## src/rtl/fetch_pkg.sv

```systemverilog
// Shared types and constants for the instruction fetch stage.
package fetch_pkg;

  typedef enum logic [1:0] {
    IDLE = 2'd0,
    WAIT = 2'd1,
    FULL = 2'd2
  } fetch_state_t;

  localparam logic [31:0] NOP_INSTR = 32'h0000_0013;

  typedef struct packed {
    logic [31:0] instr;
    logic [31:0] pc;
    logic [31:0] pc_plus4;
  } if_id_t;

  function automatic logic [31:0] align_pc(input logic [31:0] pc);
    return {pc[31:2], 2'b00};
  endfunction

endpackage

```

## src/rtl/fetch_if.sv

```systemverilog
// Instruction memory request/response bus between the fetch stage and imem.
interface fetch_if;
  logic        imem_req_o;
  logic [31:0] imem_addr_o;
  logic        imem_rvalid_i;
  logic [31:0] imem_rdata_i;

  modport master (
    output imem_req_o,
    output imem_addr_o,
    input  imem_rvalid_i,
    input  imem_rdata_i
  );

  modport slave (
    input  imem_req_o,
    input  imem_addr_o,
    output imem_rvalid_i,
    output imem_rdata_i
  );
endinterface

```

## src/rtl/if_id_reg.sv

```systemverilog
// IF/ID pipeline register: flush beats load, load beats hold, and an
// unstalled cycle without a load retires the current instruction.
module if_id_reg
  import fetch_pkg::*;
(
  input  logic   clk,
  input  logic   rst,
  input  logic   load_i,
  input  logic   flush_i,
  input  logic   stall_i,
  input  if_id_t data_i,
  output if_id_t data_o,
  output logic   valid_o
);

  if_id_t data_q;
  logic   valid_q;

  always_ff @(posedge clk) begin
    if (rst) begin
      data_q  <= '{instr: NOP_INSTR, pc: 32'h0, pc_plus4: 32'h0};
      valid_q <= 1'b0;
    end else if (flush_i) begin
      data_q.instr <= NOP_INSTR;
      valid_q      <= 1'b0;
    end else if (load_i) begin
      data_q  <= data_i;
      valid_q <= 1'b1;
    end else if (!stall_i) begin
      valid_q <= 1'b0;
    end
  end

  assign data_o  = data_q;
  assign valid_o = valid_q;

endmodule

```

## src/rtl/fetch_stage.sv

```systemverilog
// Single-outstanding instruction fetch with skid buffer and redirect kill.
// Optional macro FETCH_STATS_EN adds fetch_count_o (instructions loaded into IF/ID).
module fetch_stage
  import fetch_pkg::*;
#(
  parameter logic [31:0] RESET_PC = 32'h0000_0000
) (
  input  logic        clk,
  input  logic        rst,
  input  logic        stall_i,
  input  logic        redirect_i,
  input  logic [31:0] redirect_pc_i,
  fetch_if.master     imem,
  output logic [31:0] instr_d_o,
  output logic [31:0] pc_d_o,
  output logic [31:0] pc_plus4_d_o,
  output logic        valid_d_o
`ifdef FETCH_STATS_EN
  ,
  output logic [31:0] fetch_count_o
`endif
);

  fetch_state_t state_q, state_d;
  logic [31:0]  pc_q, pc_d;
  logic [31:0]  skid_q, skid_d;
  logic         kill_q, kill_d;
  logic         req, load, flush;
  logic [31:0]  load_instr;
  if_id_t       ifid_in, ifid_out;

  always_ff @(posedge clk) begin
    if (rst) begin
      state_q <= IDLE;
      pc_q    <= RESET_PC;
      skid_q  <= NOP_INSTR;
      kill_q  <= 1'b0;
    end else begin
      state_q <= state_d;
      pc_q    <= pc_d;
      skid_q  <= skid_d;
      kill_q  <= kill_d;
    end
  end

  always_comb begin
    state_d    = state_q;
    pc_d       = pc_q;
    skid_d     = skid_q;
    kill_d     = kill_q;
    req        = 1'b0;
    load       = 1'b0;
    flush      = 1'b0;
    load_instr = imem.imem_rdata_i;
    if (redirect_i) begin
      flush   = 1'b1;
      pc_d    = align_pc(redirect_pc_i);
      state_d = IDLE;
      kill_d  = 1'b0;
      // The in-flight request cannot be cancelled, so remember to drop its response.
      if (state_q == WAIT && !imem.imem_rvalid_i) begin
        state_d = WAIT;
        kill_d  = 1'b1;
      end
    end else begin
      case (state_q)
        IDLE: begin
          req     = 1'b1;
          state_d = WAIT;
        end
        WAIT: begin
          if (imem.imem_rvalid_i) begin
            if (kill_q) begin
              kill_d  = 1'b0;
              state_d = IDLE;
            end else if (!valid_d_o || !stall_i) begin
              load    = 1'b1;
              pc_d    = pc_q + 32'd4;
              state_d = IDLE;
            end else begin
              skid_d  = imem.imem_rdata_i;
              state_d = FULL;
            end
          end
        end
        FULL: begin
          if (!stall_i) begin
            load       = 1'b1;
            load_instr = skid_q;
            pc_d       = pc_q + 32'd4;
            state_d    = IDLE;
          end
        end
        default: state_d = IDLE;
      endcase
    end
  end

  assign imem.imem_req_o  = req && !rst;
  assign imem.imem_addr_o = pc_q;

  assign ifid_in = '{instr: load_instr, pc: pc_q, pc_plus4: pc_q + 32'd4};

  if_id_reg u_if_id (
    .clk     (clk),
    .rst     (rst),
    .load_i  (load),
    .flush_i (flush),
    .stall_i (stall_i),
    .data_i  (ifid_in),
    .data_o  (ifid_out),
    .valid_o (valid_d_o)
  );

  assign instr_d_o    = ifid_out.instr;
  assign pc_d_o       = ifid_out.pc;
  assign pc_plus4_d_o = ifid_out.pc_plus4;

`ifdef FETCH_STATS_EN
  logic [31:0] fetch_count_q;

  always_ff @(posedge clk) begin
    if (rst) fetch_count_q <= 32'h0;
    else if (load) fetch_count_q <= fetch_count_q + 32'd1;
  end

  assign fetch_count_o = fetch_count_q;
`endif

endmodule

```

## src/flat_wrapper.sv

```systemverilog
// flat-port wrapper written by rule: the top's interface ports become plain ports
module fetch_stage_flat import fetch_pkg::*;
#(
  parameter logic [31:0] RESET_PC = 32'h0000_0000
)
  (clk, rst, stall_i, redirect_i, redirect_pc_i, instr_d_o, pc_d_o, pc_plus4_d_o, valid_d_o, imem_imem_req_o, imem_imem_addr_o, imem_imem_rvalid_i, imem_imem_rdata_i);
  fetch_if imem_i ();
  input  logic clk;
  input  logic rst;
  input  logic stall_i;
  input  logic redirect_i;
  input  logic [31:0] redirect_pc_i;
  output logic [31:0] instr_d_o;
  output logic [31:0] pc_d_o;
  output logic [31:0] pc_plus4_d_o;
  output logic valid_d_o;
  output wire logic [$bits(imem_i.imem_req_o)-1:0] imem_imem_req_o;
  output wire logic [$bits(imem_i.imem_addr_o)-1:0] imem_imem_addr_o;
  input wire logic [$bits(imem_i.imem_rvalid_i)-1:0] imem_imem_rvalid_i;
  input wire logic [$bits(imem_i.imem_rdata_i)-1:0] imem_imem_rdata_i;
  assign imem_imem_req_o = imem_i.imem_req_o;
  assign imem_imem_addr_o = imem_i.imem_addr_o;
  assign imem_i.imem_rvalid_i = imem_imem_rvalid_i;
  assign imem_i.imem_rdata_i = imem_imem_rdata_i;
  fetch_stage #(.RESET_PC(RESET_PC)) u_core (.clk(clk), .rst(rst), .stall_i(stall_i), .redirect_i(redirect_i), .redirect_pc_i(redirect_pc_i), .imem(imem_i), .instr_d_o(instr_d_o), .pc_d_o(pc_d_o), .pc_plus4_d_o(pc_plus4_d_o), .valid_d_o(valid_d_o));
endmodule
```

## config.mk

```make
export PLATFORM = sky130hd
export DESIGN_NAME = fetch_stage_flat
export DESIGN_NICKNAME = d
export VERILOG_FILES = /design/src/rtl/fetch_pkg.sv /design/src/rtl/fetch_if.sv /design/src/rtl/if_id_reg.sv /design/src/rtl/fetch_stage.sv /design/src/flat_wrapper.sv
export SDC_FILE = /design/constraint.sdc
export NUM_CORES = 1
export LEC_CHECK = 0
export ABC_CLOCK_PERIOD_IN_PS = 2190
export BUFFER_PORTS_ARGS = -buffer_cell sky130_fd_sc_hd__buf_2
export CORE_MARGIN = 5
export CORE_UTILIZATION = 49
export CTS_CLUSTER_DIAMETER = 150
export CTS_CLUSTER_SIZE = 12
export DETAILED_ROUTE_END_ITERATION = 12
export GPL_TIMING_DRIVEN = 0
export PLACE_DENSITY_LB_ADDON = 0.05
export SYNTH_ARGS = -nofsm -noshare
export SYNTH_HDL_FRONTEND = slang
export SYNTH_HIERARCHICAL = 1
export SYNTH_SLANG_ARGS = --single-unit
```

## constraint.sdc

```tcl
create_clock -name clk -period 2.19 [get_ports clk]
set_input_delay 0.219 -clock clk [delete_from_list [all_inputs] [get_ports clk]]
set_output_delay 0.219 -clock clk [all_outputs]
set_load 0.03 [all_outputs]
```

==> impl_results.md, run 1 <==
- Net switching power: about 1.8 mW
- Drt wl/cell: 17.3 um
- M3 GR Usage: under 10%
- Max Clock Freq: around 460 MHz
- Grt peak-use layer: met2
- Total gr overflow: 0
- Most frequent cells in the layout: 197 x buf_2, 155 x dfxtp_1, 102 x nand2_1
- CP max FO: 10
- Yosys reg bits: about 160
- Final #Nets: between 1000 and 1500
- Status: finished, final reports clean
- Met1 Use GR: about 31%
- Die ar.: slightly below 20000 um2
- Final setup fails: 0
- Placed insts: 1358
- CTS max path bufs: 2
- Placed Area: ~9600 um2
- Synth Instances: 940
- Vias in the first global route: around 7000
- Antenna violations before repair: 2
- Largest net degree at the start of global routing: 17
- Pint: about 5.0 mW
- Yosys warning total: 6
- Period utilisation layout: between 90% and 100%
- GRT Resource Usage Total: between 20% and 30%
- Ports: ~200
- Vias per cell: 5.35
- Worst clock skew: slightly above 0.008 ns
- Reg2Reg Depth: 8
- Hold Path Origin: imem_imem_rdata_i[0]
- Clock insertion delay at the later pin of the skew report: around 0.43 ns
- Logic gate share of total power: between 10% and 20%
- Slew Limit Headroom: about 58%
- Final Cell Area: 10500 um2
- Crit path time final: about 2.2 ns
- # rows: 47
- Post-synth ARST share: 0%
- Total power: ~6.8 mW
- DRT iter0 DRCs: about 450
- Sink Count: ~160
- Max-slew violations: 0
- Port bufs: approximately 190
- Hold Path Sink: u_core/skid_q[0]
- MaxCap Viol Count: 0
- Grt met2 use: around 39%
- FF-to-FF Start: u_core/state_q[0]
- Synthesis-to-finish area growth: 25.6%
- DRC viols: 0
- # diodes: 0
- R2R setup slack: 0.01 ns
- Pwr per Cell Area: ~650 nW/um2
- Worst-Margin Slew: 0.635 ns
- Detailed-route wire length: 24100 um
- Final std cells w/o fill: roughly 1400
- Core box area: roughly 17000 um2
- Sw frac: 26.4%
- Critical Path AT: 2.52 ns
- Most common cell after layout, fill and taps aside: buf_2
- Mapped cell area: approximately 8400 um2
- Clock slew at reported path FFs: around 0.060 ns
- Final ANT Viol Nets: 0
- CTS Root Cell: clkbuf_16
- DIE HEIGHT: around 140 um
- Worst Path Required: roughly 2.5 ns
- RSZ-0062 raised after global routing: yes
- EDFF count, synth: 0
- Initial core utilization: slightly above 50%
- Post-synthesis cell type count: between 60 and 70
- Clk pwr share: between 40 and 50%
- Final GP Congestion: a little under 0.9
- Total number of H-tree levels: 4
- Main flop type after synthesis: dfxtp_1
- Initial DRT Pass Iterations: 5
- First-pass GRT wire length: about 38000 um
- CTS tree: done
- Kind of end point of the critical path: flop
- Worst r2r dst: u_core/imem.imem_addr_o[20]
- HPWL Detailed: between 15000 and 20000 um
- Seq pwr share: ~45%
- Cell count of the worst hold path: 3
- Critical Path Start Type: flop
- Die W: ~140 um
- Class of the most critical setup path: flop to flop
- Final hold violations: 0
- Syn Area/Cell: 8.90 um2
- Max IR drop VDD: about 0.49 mV
- Via count: ~7500
- Pleak: approximately 4.2 nW
- HP Class: input port to flop
- Layout cells sized above 1: approximately a third
- Min Hold Slack: 0.0177 ns
- Inserted Clock Buffers: 17
- Seq/Total Area, Yosys: about 39%
-- through the flow --
step                worst slack, ns  util [%]  setup TNS, ns
finish                       0.0146      63.1              0
global route                -0.0833      63.1         -0.840
CTS                         -0.0848      61.8         -0.118
detailed placement           -0.438      57.8         -26.29
global placement             -0.417      57.8         -25.98
floorplan                     0.118         -              0
-- worst max-delay path by stage --
stage                                 start                     endpoint  slack [ns]  cells past startpoint
final                     u_core/state_q[0]  u_core/imem.imem_addr_o[20]        0.01                      8
after global routing      u_core/state_q[0]  u_core/imem.imem_addr_o[15]       -0.08                      8
after CTS                 u_core/state_q[0]  u_core/imem.imem_addr_o[21]       -0.08                      8
after detailed placement  u_core/state_q[0]    u_core/u_if_id/data_o[78]       -0.44                      7
after global placement    u_core/state_q[0]    u_core/u_if_id/data_o[79]       -0.42                      7
after floorplan           u_core/state_q[0]    u_core/u_if_id/data_o[65]        0.12                      7
-- critical path, cell delays in order, from the launching register on --
cell and delay (ns):
dfxtp_2 0.37, inv_1 0.10, ha_2 0.23, nor2_1 0.20, a211oi_4 0.09, o21ai_2 0.40
clkbuf_2 0.39, a22oi_1 0.13, a31oi_1 0.20
-- area by class of cell --
cell class / count / area, um2
Fill cell: 1497 / 6130
Multi-Input combinational cell: 661 / 4560
Sequential cell: 162 / 3250
Timing Repair Buffer: 200 / 1060
Buffer: 113 / 749
Clock buffer: 19 / 433
Tap cell: 220 / 275
Clock inverter: 13 / 154
Inverter: 8 / 30.0
-- per-layer routing --
metal / share of wire (%) / routed length (um)
met3: 7.1 / 1710
met5: 0.087 / 21
met2: 48 / 11600
met4: 1.7 / 410
met1: 43 / 10400
-- timing repair --
action                     in CTS  in global routing
setup endpoints to repair      88                157
pin swaps                       2                  4
gates cloned                    0                  2
hold endpoints to repair        1                  0
resized for setup              23                 53
setup buffers                   1                  3
hold buffers                    1                  0
-- power groups by stage --
stage               Clock (mW)  Combinational, mW  Sequential (mW)
finish                    2.99              0.779             3.08
global route              3.17              0.839             3.09
CTS                       3.04              0.758             3.07
detailed placement           0              0.748             3.14
global placement             0              0.743             3.14
floorplan                    0              0.512             3.12
-- cells by family after synthesis --
family | count (synthesis) | synth area share, %
mux | 66 | 8.39
simple gates | 379 | 27.9
flops | 162 | 38.8
other cells | 1 | 0.0448
fa+ha+maj | 6 | 0.898
xor+xnor | 28 | 2.93
buf+inv | 122 | 8.42
compound gates | 176 | 12.6
-- state kept, by name, summed over array words and instances (netlist names) --
name                     count
u_core/u_if_id/data_o       96
u_core/skid_q               32
u_core/imem.imem_addr_o     30
u_core/state_q               2
u_core/kill_q                1
u_core/u_if_id/valid_o       1
-- Yosys cell counts, types with 3 or more instances --
cell type / n / share of area, %
a211oi_1: 3 / 0.27
a21oi_1: 47 / 2.8
a221o_1: 3 / 0.36
a22oi_1: 9 / 0.81
a31oi_1: 17 / 1.3
buf_1: 5 / 0.22
buf_2: 4 / 0.24
buf_4: 33 / 3.0
buf_6: 15 / 2.0
clkbuf_1: 53 / 2.4
clkbuf_2: 4 / 0.24
dfxtp_1: 162 / 39
ha_1: 6 / 0.90
inv_1: 8 / 0.36
mux2_2: 33 / 4.4
mux2i_1: 33 / 3.9
nand2_1: 104 / 4.7
nand2b_1: 69 / 5.2
nand3_1: 20 / 1.2
nand3b_1: 6 / 0.54
nand4_1: 9 / 0.67
nand4bb_1: 64 / 8.6
nor2_1: 60 / 2.7
nor2b_1: 4 / 0.30
nor3_1: 4 / 0.24
nor4_1: 5 / 0.37
o211ai_1: 5 / 0.45
o21ai_0: 17 / 1.0
o21ai_1: 49 / 2.9
o21ai_2: 12 / 1.3
or3_1: 10 / 0.75
or4_1: 4 / 0.36
xnor2_1: 18 / 1.9
xor2_1: 10 / 1.0
(Power assumes the default switching activity.)
==> run 2: changes to the inputs <==
--- a/config.mk
+++ b/config.mk
@@ -5,6 +5,7 @@
 export SDC_FILE = /design/constraint.sdc
 export NUM_CORES = 1
 export LEC_CHECK = 0
+export ABC_AREA = 1
 export ABC_CLOCK_PERIOD_IN_PS = 2190
 export BUFFER_PORTS_ARGS = -buffer_cell sky130_fd_sc_hd__buf_2
 export CORE_MARGIN = 5
==> run 2 against run 1 <==
Setup slack improved by 0.19 ns. Power grew 5.3%. Largest cell class unchanged. Utilization shrank 2.1 points. First-iteration DRC count up 16%. Die area fell by 2.5%. Sequential power increased by 2%.
==> impl_results.md, run 2 <==
- Critical-path top delay cell: dfxtp_1
- CTS tree: done
- Drt wl/cell: 13.8 um (-20%)
- RSZ-0062 raised after global routing: yes
- DRC viols: 0 (unchanged)
- Final WS setup: 0.203 ns (+0.189 ns)
- Setup WS pre-CTS: -0.455 ns (-0.0166 ns)
- Synthesis-to-finish area growth: 23.5%
- Slowest cell delay on critical path: 0.39 ns (about the same)
- Clock insertion delay at the later pin of the skew report: 0.42 ns (about the same)
- Max Clock Freq: 503 MHz (+9.5%)
- Die ar.: 19300 um2 (-2.5%)
- Final setup fails: 0 (unchanged)
- Vias in the first global route: 7608 (+9.2%)
- R2R setup slack: 0.20 ns (+0.19 ns)
- Core box area: 16500 um2 (-1.1%)
- Yosys top cell area share: 39.8% (+1.1 points)
- HP Class: input port to flop
- Min Hold Slack: 0.0296 ns (+0.0119 ns)
- Area of the multi-input gates: 3790 um2 (-17%)
- Most common cell after layout, fill and taps aside: nand2_1
- CTS max path bufs: 2 (unchanged)
- Crit path cell chain: inv_1, ha_1, nand3_1, a21oi_1, buf_2, inv_2, nor2_4, buf_12, buf_4, nor2_1, nor2_1
- Worst-Margin Slew: 0.600 ns (-0.0347 ns)
- Worst clock skew: 0.00620 ns (-0.00211 ns)
- Largest net degree at the start of global routing: 17 (unchanged)
- Setup crit end: u_core/u_if_id/data_o[34]
- Critical Path Start Type: flop
- # diodes: 0 (unchanged)
- Slew Limit Headroom: 60.0% (+2.3 points)
- Pwr per Cell Area: 717 nW/um2 (+10%)
- Die W: 139 um (-1.2%)
- FF-to-FF Start: u_core/state_q[0]
- Syn Area/Cell: 6.60 um2 (-26%)
- Max IR drop VDD: 0.519 mV (+5.6%)
- Post-synth ARST share: 0% (unchanged)
- Antenna violations before repair: 1 (-1)
- Top cells by count, synth: 336 x nand2_1, 162 x dfxtp_1, 156 x nor2_1
- Status: finished, final reports clean
- Final ANT Viol Nets: 0 (unchanged)
- Post-synthesis cell type count: 30 (-51%)
- Critical Path AT: 2.35 ns (-0.17 ns)
- First-pass GRT wire length: 38000 um (+1.1%)
- Kind of end point of the critical path: flop
- Detailed-route wire length: 23300 um (-3.1%)
- Layout fillers: 1708 (+14%)
- Worst r2r dst: u_core/u_if_id/data_o[34]
- Vias per cell: 4.78 (-11%)
- Crit path time final: 1.99 ns (-0.189 ns)
- MaxCap Viol Count: 0 (unchanged)
- Most frequent cells in the layout: 336 x nand2_1, 212 x buf_2, 162 x dfxtp_1
- Cell mode on critical path: nor2_1
- Max reg flops: 96 (unchanged)
- Initial core utilization: 49.4% (-0.81 points)
- Clock slew at reported path FFs: 0.06 ns (about the same)
- Total number of H-tree levels: 4 (unchanged)
- Yosys reg bits: 162 (unchanged)
- Max-slew violations: 0 (unchanged)
- Inserted Clock Buffers: 17 (unchanged)
- Class of the most critical setup path: flop to flop
- GRT Resource Usage Total: 23.9% (+0.40 points)
- CTS Root Cell: clkbuf_16
- DRT iter0 DRCs: 525 (+16%)
- Seq/Total Area, Yosys: 39.8% (+1.1 points)
- Synth Instances: 1233 (+31%)
- Top-count cell post-synth: nand2_1
- CP max FO: 10 (unchanged)
- Port bufs: 194 (+0.52%)
- Crit path from: u_core/state_q[0]
- Reg2Reg Depth: 11 (+3)
- Yosys warning total: 6 (unchanged)
- Worst Path Required: 2.55 ns (about the same)
- Via count: 8054 (+7.9%)
- Placed Area: 9410 um2 (-2.3%)
- Final Cell Area: 10100 um2 (-4.3%)
- Initial DRT Pass Iterations: 5 (unchanged)
- # rows: 47 (unchanged)
- Layout cells sized above 1: 22.6% (-10 points)
- Top cells by area, synth: dfxtp_1 40%, nand2_1 15%, a21oi_1 7.3%
- Ports: 199 (unchanged)
- HPWL Detailed: 17700 um (-0.85%)
- EDFF count, synth: 0 (unchanged)
- Final GP Congestion: 0.981 (+12%)
- Mapped cell area: 8140 um2 (-2.7%)
- Period utilisation layout: 90.7% (-8.6 points)
- DIE HEIGHT: 139 um (-1.2%)
- Final hold violations: 0 (unchanged)
- Sink Count: 162 (unchanged)
- Reg area: 3240 um2 (-0.35%)
- Main flop type after synthesis: dfxtp_1
- Leading area contributor after synthesis: dfxtp_1
- Final #Nets: 1528 (+23%)
- Pleak: 4.76 nW (+13%)
- Total gr overflow: 0 (unchanged)
==> run 2: changes by cell type in the layout (fill, tap and decap cells not counted), moves of 18 or more <==
| cell | change |
|---|---|
| nand2_1 | +234 |
| clkbuf_1 | -21 |
| nand3_1 | +71 |
| xnor2_1 | -18 |
| inv_1 | +138 |
| mux2i_1 | -32 |
| mux2_2 | -33 |
| nor2_1 | +99 |
| o21ai_0 | +53 |
| o21ai_1 | -48 |
| nand2b_1 | -69 |
| a21oi_1 | +71 |
| nand4bb_1 | -64 |
==> run 2: metrics by stage <==
stage	cells	setup TNS [ns]	utilization, %	total power, mW
after floorplan	1238	0	-	3.89
after global placement	1652	-35.61	57.1	4.21
after detailed placement	1652	-37.38	57.1	4.21
final	1686	0	61.1	7.21
after CTS	1684	0	60.8	7.27
after global routing	1686	-0.0242	61.1	7.54
==> run 2: area by class of cell <==
class	instances	area share, %
multi-input cells	825	37.7
flip-flops and latches	162	32.2
repair buffers	196	9.93
inverters	153	5.71
plain buffers	98	5.67
clock buffers	19	4.40
well taps	220	2.74
clock inverters	13	1.58
==> run 2: logic make-up (layout without fill, tap and decap cells) <==
family,count (synthesis),in the layout,share of synthesized area (%)
AOI/OAI and AO/OA,193,193,12.0
adders and majority gates,6,6,0.922
and+or+nand+nor,605,605,31.1
buffers and inverters,251,479,13.9
other,1,6,0.0461
xor gates and xnor gates,15,15,2.17
DFF,162,162,39.8
==> run 2: how the worst min path moves through the flow <==
| stage | start | endpoint | cells after the start |
|---|---|---|---|
| 6_report | rst | u_core/kill_q | 2 |
| 5_1_grt | rst | u_core/kill_q | 2 |
| 4_1_cts | rst | u_core/kill_q | 2 |
| 3_5_place_dp | u_core/skid_q[14] | u_core/skid_q[14] | 2 |
| 3_3_place_gp | u_core/skid_q[5] | u_core/skid_q[5] | 2 |
| 2_1_floorplan | rst | u_core/kill_q | 1 |
==> run 2: worst max-delay path, delay by kind of cell, from the launching register on <==
family | cells | cell delay (ns)
buffers and inverters | 5 | 0.74
AND/OR/NAND/NOR | 4 | 0.37
adder cells (fa/ha/maj) | 1 | 0.30
flip-flops | 1 | 0.39
AO/OA/AOI/OAI | 1 | 0.12
==> run 2: metal layers <==
layer	up-vias	GRT usage, %	wire, um
li1	4217	-	-
met1	3545	29.9	10100
met2	251	40.4	11000
met3	39	6.34	1760
met4	2	7.42	478
met5	-	0	13
==> run 2: what timing repair did <==
item                       CTS  global route
pin swaps                    0             1
resized for setup            1            20
setup endpoints to repair   60            91
hold buffers                 0             0
buffers inserted             0             2
==> run 2: where the power goes <==
part / internal (mW) / leakage (nW) / switching [mW] / total [mW]
Combinational: 0.363 / 3.16 / 0.644 / 1.01
Sequential: 3.02 / 1.31 / 0.126 / 3.15
Clock: 1.82 / 0.289 / 1.23 / 3.05
Total: 5.21 / 4.76 / 2.00 / 7.21
==> run 3: changes to the inputs <==
--- a/config.mk
+++ b/config.mk
@@ -8,13 +8,16 @@
 export ABC_AREA = 1
 export ABC_CLOCK_PERIOD_IN_PS = 2190
 export BUFFER_PORTS_ARGS = -buffer_cell sky130_fd_sc_hd__buf_2
+export CAP_MARGIN = 0
 export CORE_MARGIN = 5
-export CORE_UTILIZATION = 49
+export CORE_UTILIZATION = 50
+export CTS_BUF_LIST = sky130_fd_sc_hd__clkbuf_4
 export CTS_CLUSTER_DIAMETER = 150
 export CTS_CLUSTER_SIZE = 12
 export DETAILED_ROUTE_END_ITERATION = 12
 export GPL_TIMING_DRIVEN = 0
 export PLACE_DENSITY_LB_ADDON = 0.05
+export RECOVER_POWER = 100
 export SYNTH_ARGS = -nofsm -noshare
 export SYNTH_HDL_FRONTEND = slang
 export SYNTH_HIERARCHICAL = 1
==> run 3 against run 2 <==
Power decreased by 19%. Non-clock buffer count grew 64. Global-route usage grew 1.4 points. First-iteration DRC count grew 0.57%. Sequential power hardly changed. Largest power group unchanged. Clock-buffer cell count stayed put. Final cell count increased by 3.6%. Die area is 1.9% lower. Register-to-register slack got worse by 0.03 ns. Setup slack worse by 0.031 ns. Routed wire length grew 2.8%.
==> impl_results.md, run 3 (synthesis gave the netlist of run 2 again) <==
- Vias per cell: 4.80 (+0.47%)
- Die W: 138 um (-0.93%)
- DIE HEIGHT: 138 um (-0.93%)
- Vias in the first global route: 7745 (+1.8%)
- Ports: 199 (unchanged)
- Reg area: 3240 um2 (about the same)
- Core box area: 15900 um2 (-3.2%)
- Reg2Reg Depth: 9 (-2)
- Final GP Congestion: 0.937 (-4.5%)
- Placed Area: 9400 um2 (about the same)
- Inserted Clock Buffers: 17 (unchanged)
- Total gr overflow: 0 (unchanged)
- DRT iter0 DRCs: 528 (+0.57%)
- Final #Nets: 1592 (+4.2%)
- Most common cell after layout, fill and taps aside: nand2_1
- # rows: 46 (-2.1%)
- Crit path time final: 2.02 ns (+0.0307 ns)
- Critical Path Start Type: flop
- First-pass GRT wire length: 37800 um (-0.58%)
- Min Hold Slack: 0.0521 ns (+0.0224 ns)
- CTS tree: done
- Period utilisation layout: 92.1% (+1.4 points)
- Initial core utilization: 51.1% (+1.6 points)
- Layout fillers: 1682 (-1.5%)
- CTS max path bufs: 2 (unchanged)
- RSZ-0062 raised after global routing: no
- Critical Path AT: 2.50 ns (+0.15 ns)
- Status: finished, final reports clean
- Clock slew at reported path FFs: 0.13 ns (+0.07 ns)
- CTS Root Cell: clkbuf_4
- Detailed-route wire length: 24000 um (+2.8%)
- Class of the most critical setup path: flop to flop
- Max IR drop VDD: 0.298 mV (-42%)
- Clock insertion delay at the later pin of the skew report: 0.57 ns (+0.15 ns)
- DRC viols: 0 (unchanged)
- Cell count of the worst hold path: 5 (+3)
- HPWL Detailed: 17700 um (+0.19%)
- Final hold violations: 0 (unchanged)
- Layout cells sized above 1: 12.4% (-10 points)
- Pleak: 4.30 nW (-9.7%)
- Worst-Margin Slew: 0.598 ns (-0.00267 ns)
- GRT Resource Usage Total: 25.3% (+1.4 points)
- Via count: 8385 (+4.1%)
- Port bufs: 194 (unchanged)
- Final Cell Area: 10100 um2 (+0.90%)
- Largest net degree at the start of global routing: 17 (unchanged)
- MaxCap Viol Count: 0 (unchanged)
- Area of the multi-input gates: 3780 um2 (-0.43%)
- Final setup fails: 0 (unchanged)
- Slew Limit Headroom: 60.2% (+0.18 points)
- Max reg flops: 96 (unchanged)
- Pwr per Cell Area: 577 nW/um2 (-20%)
- Max-slew violations: 0 (unchanged)
- Die ar.: 18900 um2 (-1.9%)
- Worst Path Required: 2.67 ns (+0.12 ns)
- Drt wl/cell: 13.7 um (-0.82%)
- HP Class: input port to flop
- Kind of end point of the critical path: flop
- Most frequent cells in the layout: 336 x nand2_1, 161 x dfxtp_1, 158 x clkbuf_1
- Sink Count: 162 (unchanged)
- Max Clock Freq: 496 MHz (-1.5%)
- Initial DRT Pass Iterations: 7 (+2)
- Total number of H-tree levels: 4 (unchanged)
- Synthesis-to-finish area growth: 24.6%
- Antenna violations before repair: 2 (+1)
- Final ANT Viol Nets: 0 (unchanged)
- CP max FO: 10 (unchanged)
- Worst clock skew: 0.0211 ns (+0.0149 ns)
-- run 3: path summary, 6_finish.rpt --
kind | startpoint | endpoint | slack, ns
setup / recovery | u_core/state_q[1] | u_core/u_if_id/data_o[71] | 0.17
hold / removal | redirect_pc_i[3] | u_core/imem.imem_addr_o[3] | 0.05
setup reg to reg | u_core/state_q[1] | u_core/u_if_id/data_o[71] | 0.17
hold reg to reg | u_core/skid_q[2] | u_core/skid_q[2] | 0.46
-- run 3: what timing repair did --
action	4_1_cts	5_1_grt
pin swaps	1	0
gates resized for setup	0	16
hold endpoints to repair	82	0
setup endpoints to repair	60	95
gates cloned	0	0
hold buffers	64	0
buffers inserted	2	0
-- run 3: worst max-delay path, stage by stage, from the launching register on --
cell	delay, ns
dfxtp_1	0.35
inv_1	0.12
ha_1	0.27
nand3_2	0.12
a21oi_1	0.13
buf_4	0.20
clkbuf_4	0.25
clkbuf_2	0.26
nand2_1	0.07
a21oi_1	0.17
-- run 3: layout make-up --
class / instances / share of cell area, %
Inverter: 153 / 5.66
Tap cell: 216 / 2.66
Buffer: 98 / 5.57
Timing Repair Buffer: 260 / 14.5
Antenna cell: 2 / 0.0493
Sequential cell: 162 / 32.0
Clock inverter: 12 / 0.925
Clock buffer: 19 / 1.41
Multi-Input combinational cell: 825 / 37.2
-- run 3: metrics by stage --
stage / TNS (ns) / std cells / util, % / total power, mW / worst slack [ns]
6_report: 0 / 1747 / 63.6 / 5.85 / 0.173
5_1_grt: 0 / 1747 / 63.6 / 6.17 / 0.00820
4_1_cts: 0 / 1745 / 64.6 / 5.93 / 0.0401
3_5_place_dp: -43.66 / 1648 / 59.0 / 4.21 / -0.534
3_3_place_gp: -40.48 / 1648 / 59.0 / 4.20 / -0.488
2_1_floorplan: 0 / 1238 / - / 3.89 / 0.416
-- run 3: where the power goes --
part | internal, mW | switching (mW) | total [mW] | leakage [nW]
Combinational | 0.413 | 0.664 | 1.08 | 2.85
Clock | 0.565 | 1.06 | 1.63 | 0.130
Sequential | 3.02 | 0.125 | 3.15 | 1.31
Total | 4.00 | 1.85 | 5.85 | 4.30
-- run 3: layer usage --
layer / track usage (%) / vias to the layer above / share of wire (%)
met1: 31.7 / 3745 / 44
met2: 42.8 / 254 / 47
met5: 0 / - / 0.079
met4: 9.31 / 2 / 2.0
li1: - / 4342 / -
met3: 5.48 / 42 / 7.2
